## config.mk

```make
export PLATFORM = sky130hd
export DESIGN_NAME = sipo_deserializer_flat
export DESIGN_NICKNAME = d
export VERILOG_FILES = /design/src/rtl/sipo_pkg.sv /design/src/rtl/sipo_deserializer_if.sv /design/src/rtl/sipo_out_reg.sv /design/src/rtl/sipo_deserializer.sv /design/src/flat_wrapper.sv
export SDC_FILE = /design/constraint.sdc
export NUM_CORES = 1
export LEC_CHECK = 0
export ABC_AREA = 1
export CAP_MARGIN = 0
export CORE_MARGIN = 4
export CORE_UTILIZATION = 44
export DETAILED_ROUTE_END_ITERATION = 7
export PLACE_DENSITY = 0.72
export SYNTH_ARGS = -nofsm -noshare
export SYNTH_HDL_FRONTEND = slang
export SYNTH_SLANG_ARGS = --single-unit
```

## constraint.sdc

```tcl
create_clock -name clk -period 1.2 [get_ports clk]
set_input_delay 0.12 -clock clk [delete_from_list [all_inputs] [get_ports clk]]
set_output_delay 0.12 -clock clk [all_outputs]
set_load 0.01 [all_outputs]
```

## src/rtl/sipo_pkg.sv

```systemverilog
// Shared types and helpers for the serial-in/parallel-out deserializer.
package sipo_pkg;

    typedef enum logic {
        IDLE    = 1'b0,
        COLLECT = 1'b1
    } sipo_state_t;

    function automatic int cnt_width(input int width);
        return $clog2(width);
    endfunction

endpackage

```

## src/rtl/sipo_deserializer_if.sv

```systemverilog
// Serial input / parallel output port bundle of the deserializer.
interface sipo_deserializer_if #(
    parameter int WIDTH = 8
);
    logic             bit_in;
    logic             bit_valid;
    logic             frame_start;
    logic [WIDTH-1:0] word_out;
    logic             word_valid;
    logic             word_ready;
    logic             overrun;
    logic             clr_overrun;
    logic             busy;

    modport master (
        output bit_in, bit_valid, frame_start, word_ready, clr_overrun,
        input  word_out, word_valid, overrun, busy
    );

    modport slave (
        input  bit_in, bit_valid, frame_start, word_ready, clr_overrun,
        output word_out, word_valid, overrun, busy
    );
endinterface

```

## src/rtl/sipo_out_reg.sv

```systemverilog
// One-entry valid/ready holding register; drops and flags words that find it full.
module sipo_out_reg #(
    parameter int WIDTH = 8
) (
    input  logic             clk,
    input  logic             rst,
    input  logic             load,
    input  logic [WIDTH-1:0] din,
    input  logic             ready,
    input  logic             clr,
    output logic [WIDTH-1:0] dout,
    output logic             valid,
    output logic             ovr
);
    logic accept_s;
    logic drop_s;

    // Load is allowed when empty or being drained in the same cycle.
    always_comb begin
        accept_s = 1'b0;
        drop_s   = 1'b0;
        if (load) begin
            accept_s = !valid || ready;
            drop_s   = valid && !ready;
        end else begin
            accept_s = 1'b0;
            drop_s   = 1'b0;
        end
    end

    // Holding register and valid flag.
    always_ff @(posedge clk or posedge rst) begin
        if (rst) begin
            dout  <= '0;
            valid <= 1'b0;
        end else if (accept_s) begin
            dout  <= din;
            valid <= 1'b1;
        end else if (valid && ready) begin
            valid <= 1'b0;
        end
    end

    // Sticky overrun; a new drop beats a coincident clear.
    always_ff @(posedge clk or posedge rst) begin
        if (rst) begin
            ovr <= 1'b0;
        end else if (drop_s) begin
            ovr <= 1'b1;
        end else if (clr) begin
            ovr <= 1'b0;
        end
    end
endmodule

```

## src/rtl/sipo_deserializer.sv

```systemverilog
// Assembles MSB-first words from a qualified serial bit stream and hands them to a holding register.
module sipo_deserializer
    import sipo_pkg::*;
#(
    parameter int WIDTH      = 8,
    parameter bit CONTINUOUS = 1'b1
) (
    input  logic          clk,
    input  logic          rst,
    sipo_deserializer_if.slave sif
);
    localparam int            CW   = cnt_width(WIDTH);
    localparam logic [CW-1:0] LAST = CW'(WIDTH - 1);
    localparam logic [CW-1:0] ONE  = CW'(1'b1);

    sipo_state_t      state_r;
    logic [CW-1:0]    cnt_r;
    logic [WIDTH-1:0] sr_r;
    logic [WIDTH-1:0] word_s;
    logic             complete_s;

    // A frame_start in the final-bit cycle restarts the word instead of completing it.
    always_comb begin
        word_s     = {sr_r[WIDTH-2:0], sif.bit_in};
        complete_s = 1'b0;
        if ((state_r == COLLECT) && !sif.frame_start && sif.bit_valid && (cnt_r == LAST)) begin
            complete_s = 1'b1;
        end else begin
            complete_s = 1'b0;
        end
    end

    // Framing FSM with bit counter and shifter.
    always_ff @(posedge clk or posedge rst) begin
        if (rst) begin
            state_r <= IDLE;
            cnt_r   <= '0;
            sr_r    <= '0;
        end else begin
            case (state_r)
                IDLE: begin
                    if (sif.frame_start) begin
                        state_r <= COLLECT;
                        cnt_r   <= sif.bit_valid ? ONE : '0;
                        if (sif.bit_valid) begin
                            sr_r <= word_s;
                        end
                    end
                end
                COLLECT: begin
                    if (sif.bit_valid) begin
                        sr_r <= word_s;
                    end
                    if (sif.frame_start) begin
                        cnt_r <= sif.bit_valid ? ONE : '0;
                    end else if (sif.bit_valid) begin
                        if (cnt_r == LAST) begin
                            cnt_r   <= '0;
                            state_r <= CONTINUOUS ? COLLECT : IDLE;
                        end else begin
                            cnt_r <= cnt_r + ONE;
                        end
                    end
                end
                default: begin
                    state_r <= IDLE;
                    cnt_r   <= '0;
                end
            endcase
        end
    end

    assign sif.busy = (state_r == COLLECT);

    sipo_out_reg #(
        .WIDTH(WIDTH)
    ) u_out_reg (
        .clk  (clk),
        .rst  (rst),
        .load (complete_s),
        .din  (word_s),
        .ready(sif.word_ready),
        .clr  (sif.clr_overrun),
        .dout (sif.word_out),
        .valid(sif.word_valid),
        .ovr  (sif.overrun)
    );
endmodule

```

## src/flat_wrapper.sv

```systemverilog
// flat-port wrapper written by rule: the top's interface ports become plain ports
module sipo_deserializer_flat import sipo_pkg::*;
#(
    parameter int WIDTH      = 8,
    parameter bit CONTINUOUS = 1'b1
)
  (clk, rst, sif_bit_in, sif_bit_valid, sif_frame_start, sif_word_ready, sif_clr_overrun, sif_word_out, sif_word_valid, sif_overrun, sif_busy);
  sipo_deserializer_if #(.WIDTH(WIDTH)) sif_i ();
  input  logic clk;
  input  logic rst;
  input wire logic [$bits(sif_i.bit_in)-1:0] sif_bit_in;
  input wire logic [$bits(sif_i.bit_valid)-1:0] sif_bit_valid;
  input wire logic [$bits(sif_i.frame_start)-1:0] sif_frame_start;
  input wire logic [$bits(sif_i.word_ready)-1:0] sif_word_ready;
  input wire logic [$bits(sif_i.clr_overrun)-1:0] sif_clr_overrun;
  output wire logic [$bits(sif_i.word_out)-1:0] sif_word_out;
  output wire logic [$bits(sif_i.word_valid)-1:0] sif_word_valid;
  output wire logic [$bits(sif_i.overrun)-1:0] sif_overrun;
  output wire logic [$bits(sif_i.busy)-1:0] sif_busy;
  assign sif_i.bit_in = sif_bit_in;
  assign sif_i.bit_valid = sif_bit_valid;
  assign sif_i.frame_start = sif_frame_start;
  assign sif_i.word_ready = sif_word_ready;
  assign sif_i.clr_overrun = sif_clr_overrun;
  assign sif_word_out = sif_i.word_out;
  assign sif_word_valid = sif_i.word_valid;
  assign sif_overrun = sif_i.overrun;
  assign sif_busy = sif_i.busy;
  sipo_deserializer #(.WIDTH(WIDTH), .CONTINUOUS(CONTINUOUS)) u_core (.clk(clk), .rst(rst), .sif(sif_i));
endmodule
```

### Word level (Yosys, flattened, before mapping)

Index checks and enable logic that the tools add are counted.

| word-level totals | value |
|---|---|
| bits in registers | 22 |
| input bits | 7 |
| output and inout bits | 11 |
| logic and storage cells | 41 |

| operators by class | value |
|---|---|
| add/subtract/negate cells | 1 |
| equality and inequality tests | 3 |
| mux-type cells | 18 |
| bitwise gates (word level) | 1 |
| reduce and logical (&&, ||, !) cells | 12 |

Operators by type and width:

| operator | count |
|---|---|
| $mux W8 | 2 |
| $pmux W8 S2 | 1 |
| $mux W3 | 4 |
| $mux W1 | 9 |
| $pmux W3 S2 | 1 |
| $logic_and A1 B1 Y1 | 5 |
| $reduce_bool A2 Y1 | 2 |
| $add A3 B1 Y3 const B | 1 |
| $eq A3 B3 Y1 const B | 1 |
| $logic_not A1 Y1 | 3 |
| $ne A3 B3 Y1 const B | 1 |
| $ne A2 B2 Y1 const B | 1 |
| $pmux W1 S2 | 1 |
| $reduce_and A2 Y1 | 1 |
| $logic_or A1 B1 Y1 | 1 |
| $not A1 Y1 | 1 |

### Logic depth before layout (Yosys ltp)

Gate-level depths: netlist of the first run.

| depth | value |
|---|---|
| word-level depth | 7 |
| mapped depth | 6 |
| gate-level depth less buffers | 5 |

### Modules after synthesis

Synthesis of the first run repeated with hierarchy kept, for this count alone.

| unflattened totals | value |
|---|---|
| cell total of the unflattened synthesis | 100 |
| area, all modules | 987.2 µm² |

By module, submodules not included:

| module | instances | cells each | area each (µm²) | sequential area each (µm²) |
|---|---|---|---|---|
| sipo_deserializer | 1 | 56 | 509.2 | 275.3 |
| sipo_out_reg | 1 | 44 | 478.0 | 250.2 |

### Least setup slack after synthesis of the first run

OpenSTA, ideal clock, no wires.

| path | value |
|---|---|
| kind | register -> register |
| from | reg u_core.cnt_r[0] |
| to | reg u_core.cnt_r[0] |
| library setup time | 0.068 ns |
| data arrival time | 1.127 ns |
| required time | 1.132 ns |
| slack | 0.005 ns |
| cell stages (with the launch flop) | 7 |
| buffers on the path | 1 |
| period minus slack after synthesis | 1.195 ns |
| path through | dfrtp_1 > ha_1 > ha_1 > buf_2 > nor2_1 > nand2_1 > nand3_1 |

| between the ends | value |
|---|---|
| word-level cells in the longest chain between the ends | 5 |
| elaborated cells on any way between the ends | 6 |
| classes of those cells | 1 x add/sub; 1 x eq/ne; 4 x mux |

Ends and longest elaborated chain:

| item | line | source |
|---|---|---|
| from (decl) | sipo_deserializer.sv:17 | `logic [CW-1:0] cnt_r;` |
| from (signal assigned) | sipo_deserializer.sv:44 | `cnt_r <= sif.bit_valid ? ONE : '0;` |
| from (signal assigned) | sipo_deserializer.sv:55 | `cnt_r <= sif.bit_valid ? ONE : '0;` |
| from (signal assigned) | sipo_deserializer.sv:61 | `cnt_r <= cnt_r + ONE;` |
| $add A3 B1 Y3 / $eq A3 B3 Y1 (equally long branches) | sipo_deserializer.sv:61, sipo_deserializer.sv:57 |  |
| $mux W3 * | sipo_deserializer.sv:57 | `if (cnt_r == LAST) begin` |
| $mux W3 * | sipo_deserializer.sv:56 | `end else if (sif.bit_valid) begin` |
| $mux W3 * | sipo_deserializer.sv:54 | `if (sif.frame_start) begin` |
| $pmux W3 S2 * | sipo_deserializer.sv:40 | `case (state_r)` |

Every way passes the cells marked *; elsewhere a longest branch is shown, timed or not. The select of a mux whose other input is x is not followed.
A chain may end at the register's enable or synchronous reset.

### Worst setup path after layout of the first run

| path | value |
|---|---|
| from | reg u_core.cnt_r[1] |
| to | reg u_core.u_out_reg.dout[0] |

| between the ends | value |
|---|---|
| word-level cells in the longest chain between the ends | 4 |

Ends and longest elaborated chain:

| item | line | source |
|---|---|---|
| $eq A3 B3 Y1 | sipo_deserializer.sv:26 | `if ((state_r == COLLECT) && !sif.frame_start && sif.bit_valid && (cnt_r == LAST)) begin` |
| $logic_and A1 B1 Y1 | sipo_deserializer.sv:26 |  |
| $mux W1 | sipo_deserializer.sv:26 |  |
| $mux W1 | sipo_out_reg.sv:22 | `if (load) begin` |
| to (signal assigned) | sipo_out_reg.sv:37 | `dout <= din;` |
| to (decl) | sipo_out_reg.sv:11 | `output logic [WIDTH-1:0] dout,` |

No other way between the ends.

==> results of run 1 <==
==> flip-flops by register name (all words and copies together) (netlist names) <==
register                flops
u_core.sif.busy             1
u_core.cnt_r                3
u_core.u_out_reg.valid      1
u_core.sr_r                 7
u_core.u_out_reg.ovr        1
u_core.u_out_reg.dout       8
==> stage by stage <==
stage                     setup TNS (ns)  total power, mW  hold WS, ns  util, %
final                                  0             1.30        0.141     61.1
after floorplan                        0            0.888       0.0965        -
after global placement             -1.30            0.954        0.454     57.7
after detailed placement           -1.73            0.961        0.458     57.7
after global routing            -0.00884             1.37        0.162     61.1
after CTS                              0             1.30        0.141     59.6
==> cells in the final DEF, fill, tap and decap left out, drive strengths merged <==
cell / count
nand3: 9
nand2: 45
o21ai: 1
nand4: 8
nor2: 3
clkdlybuf4s50: 6
or2: 1
dlygate4sd2: 11
clkbuf: 4
buf: 9
ha: 2
inv: 4
dfrtp: 21
==> critical path: cells and delay by family, from the launching register on <==
kind,cells,cell delay (ns)
flops,1,0.40
fa+ha+maj,2,0.40
buf+inv,1,0.13
simple gates,2,0.13
==> metal layers <==
metal / global-route usage [%] / part of all wire, % / up-vias
met4: 5.11 / 0.73 / 0
met2: 24.1 / 50 / 19
met5: 0 / 0 / -
met1: 19.7 / 45 / 355
met3: 1.69 / 3.9 / 2
li1: - / - / 372
==> power by group <==
group | internal, mW | switching (mW) | leakage (nW)
clock network | 0.129 | 0.201 | 0.0150
logic | 0.0880 | 0.0885 | 0.368
registers | 0.756 | 0.0360 | 0.277
==> synthesized netlist by cell type (all sizes together) <==
| cell type | instances | share of area [%] |
|---|---|---|
| nand3 | 9 | 5.5 |
| buf | 4 | 3.4 |
| nand2 | 45 | 20 |
| or2 | 1 | 0.69 |
| nor2 | 3 | 2.1 |
| ha | 2 | 2.8 |
| dfrtp | 21 | 58 |
| clkbuf | 1 | 0.41 |
| nand4 | 8 | 5.5 |
| o21ai | 1 | 0.55 |
| inv | 4 | 1.7 |
==> final cells by class <==
| cell class | count | area, um^2 | area share [%] |
|---|---|---|---|
| Inverter | 4 | 15.0 | 1.25 |
| Multi-Input combinational cell | 69 | 367 | 30.6 |
| Timing Repair Buffer | 26 | 231 | 19.3 |
| Clock buffer | 4 | 26.3 | 2.19 |
| Tap cell | 27 | 33.8 | 2.82 |
| Sequential cell | 21 | 526 | 43.8 |
==> how the worst min path moves through the flow <==
stage / depth (start not counted) / slack (ns) / end
after global placement: 2 / 0.45 / u_core.u_out_reg.dout[4]
after detailed placement: 2 / 0.46 / u_core.u_out_reg.dout[7]
after CTS: 3 / 0.14 / u_core.u_out_reg.valid
after global routing: 3 / 0.16 / u_core.u_out_reg.dout[4]
after floorplan: 1 / 0.1 / u_core.cnt_r[0]
final: 3 / 0.14 / u_core.u_out_reg.valid
==> repair_timing <==
item	in CTS	in global routing
buffers inserted	1	1
gates cloned	0	0
gates resized for setup	15	5
setup endpoints to repair	20	10
pin swaps	0	10
==> kinds of logic (layout without fill, tap and decap cells) <==
logic type / Yosys count / count (layout) / share of synthesized area (%)
flip-flops: 21 / 21 / 57.8
adder cells (fa/ha/maj): 2 / 2 / 2.75
buffers and inverters: 9 / 34 / 5.50
AO/OA/AOI/OAI: 1 / 1 / 0.550
AND/OR/NAND/NOR: 66 / 66 / 33.4
==> out/qor.txt, run 1 <==
Max Cap Violations - 0
Die Y - 53.5 um
Final Non-Filler Cells - 151
crit path max fanout - 8
placed cells - 145
fillers - 175
Yosys warning total - 0
CTS clk-pin slew, worst paths - 0.11 ns
via count - 748
post-synthesis sequential area ratio - 57.8%
first-pass GRT wire length - 3.08 mm
die area - 2860 um^2
GRT Resource Usage Total - 14.7%
Avg WL per Cell - 11.8 um
Final GP Congestion - 0.806
synthesized net count - 108
Critical Path Start Type - flip-flop
max-slew violations - 0
WS Path Type - flip-flop to flip-flop
Routed Antenna Nets - 0
Synth Instances - 99
Final Net Count - 134
initial antenna violation count - 0
worst slew pin tran - 0.266 ns
Starting DRT DRC Count - 3
Worst path slowest cell - dfrtp_1
drt pass-1 iters - 4
Unique masters post-synth - 17
via/cell ratio - 4.95
largest net degree at the start of global routing - 22
vias in the first global route - 713
chip width - 53.5 um
crit path DAT - 1.36 ns
worst path cell trace - ha_2 -> ha_4 -> buf_6 -> nand4_1 -> nand2_1
area delta synth->final - 31.8%
Pwr per Cell Area - 1080 nW/um^2
fmax - 859 MHz
leakage power - 0.660 nW
Mapped Avg Cell Area - 9.19 um^2
Remaining Overflow, GRT - 0
Core Footprint - 1960 um^2
number of port buffers - 17
Critical Path RT - 1.40 ns
H-tree depth - 1
clock buffer depth - 2
status - finished, final reports clean
period utilisation layout - 97.0%
Root Buffer - clkbuf_4
# IOs - 18
Reg2Reg Depth - 5
post-route cell area - 1200 um^2
# DRC - 0
mapped cell area - 910 um^2
Critical Path Max Stage Delay - 0.40 ns
crit path launch - u_core.cnt_r[1]
normalized max-slew margin - 82.3%
clk_lat worst skew - 0.29 ns
hold-fix buffers at CTS - 0
dpl ws - -0.174 ns
Initial Utilization - 46.4%
Layout Skew - 0.00253 ns
CTS tree - done
Reg-to-Reg Start - u_core.cnt_r[1]
CTS Buf Count - 3
post-route minimum period - 1.16 ns
RSZ-0062 raised after global routing - true
fin worst setup slack - 0.0362 ns
dpl cell area - 1130 um^2
CP Capture Type - flip-flop
FF-to-FF End - u_core.u_out_reg.dout[0]
Clock Sink Count - 21
capture point of the critical path - u_core.u_out_reg.dout[0]
HP Class - input port to asynchronous set/reset pin
Seq cells post-synth - 21
Final setup viols - 0
Std-Cell Rows - 16
Diodes inserted - 0
post-DP HPWL - 1.26 mm
Hold Vio Cnt, Final - 0
layout cells sized above 1 - 16.1%
FF-to-FF setup slack - 0.04 ns
DRT Wirelength - 1.78 mm
peak supply drop - 0.661 mV
(Power assumes the default switching activity.)
==> inputs of run 2 (changes only) <==
SLEW_MARGIN = 0   (was not set)
==> results of run 2 <==
Same layout as run 1: the final DEF is identical, and so are final timing and power.
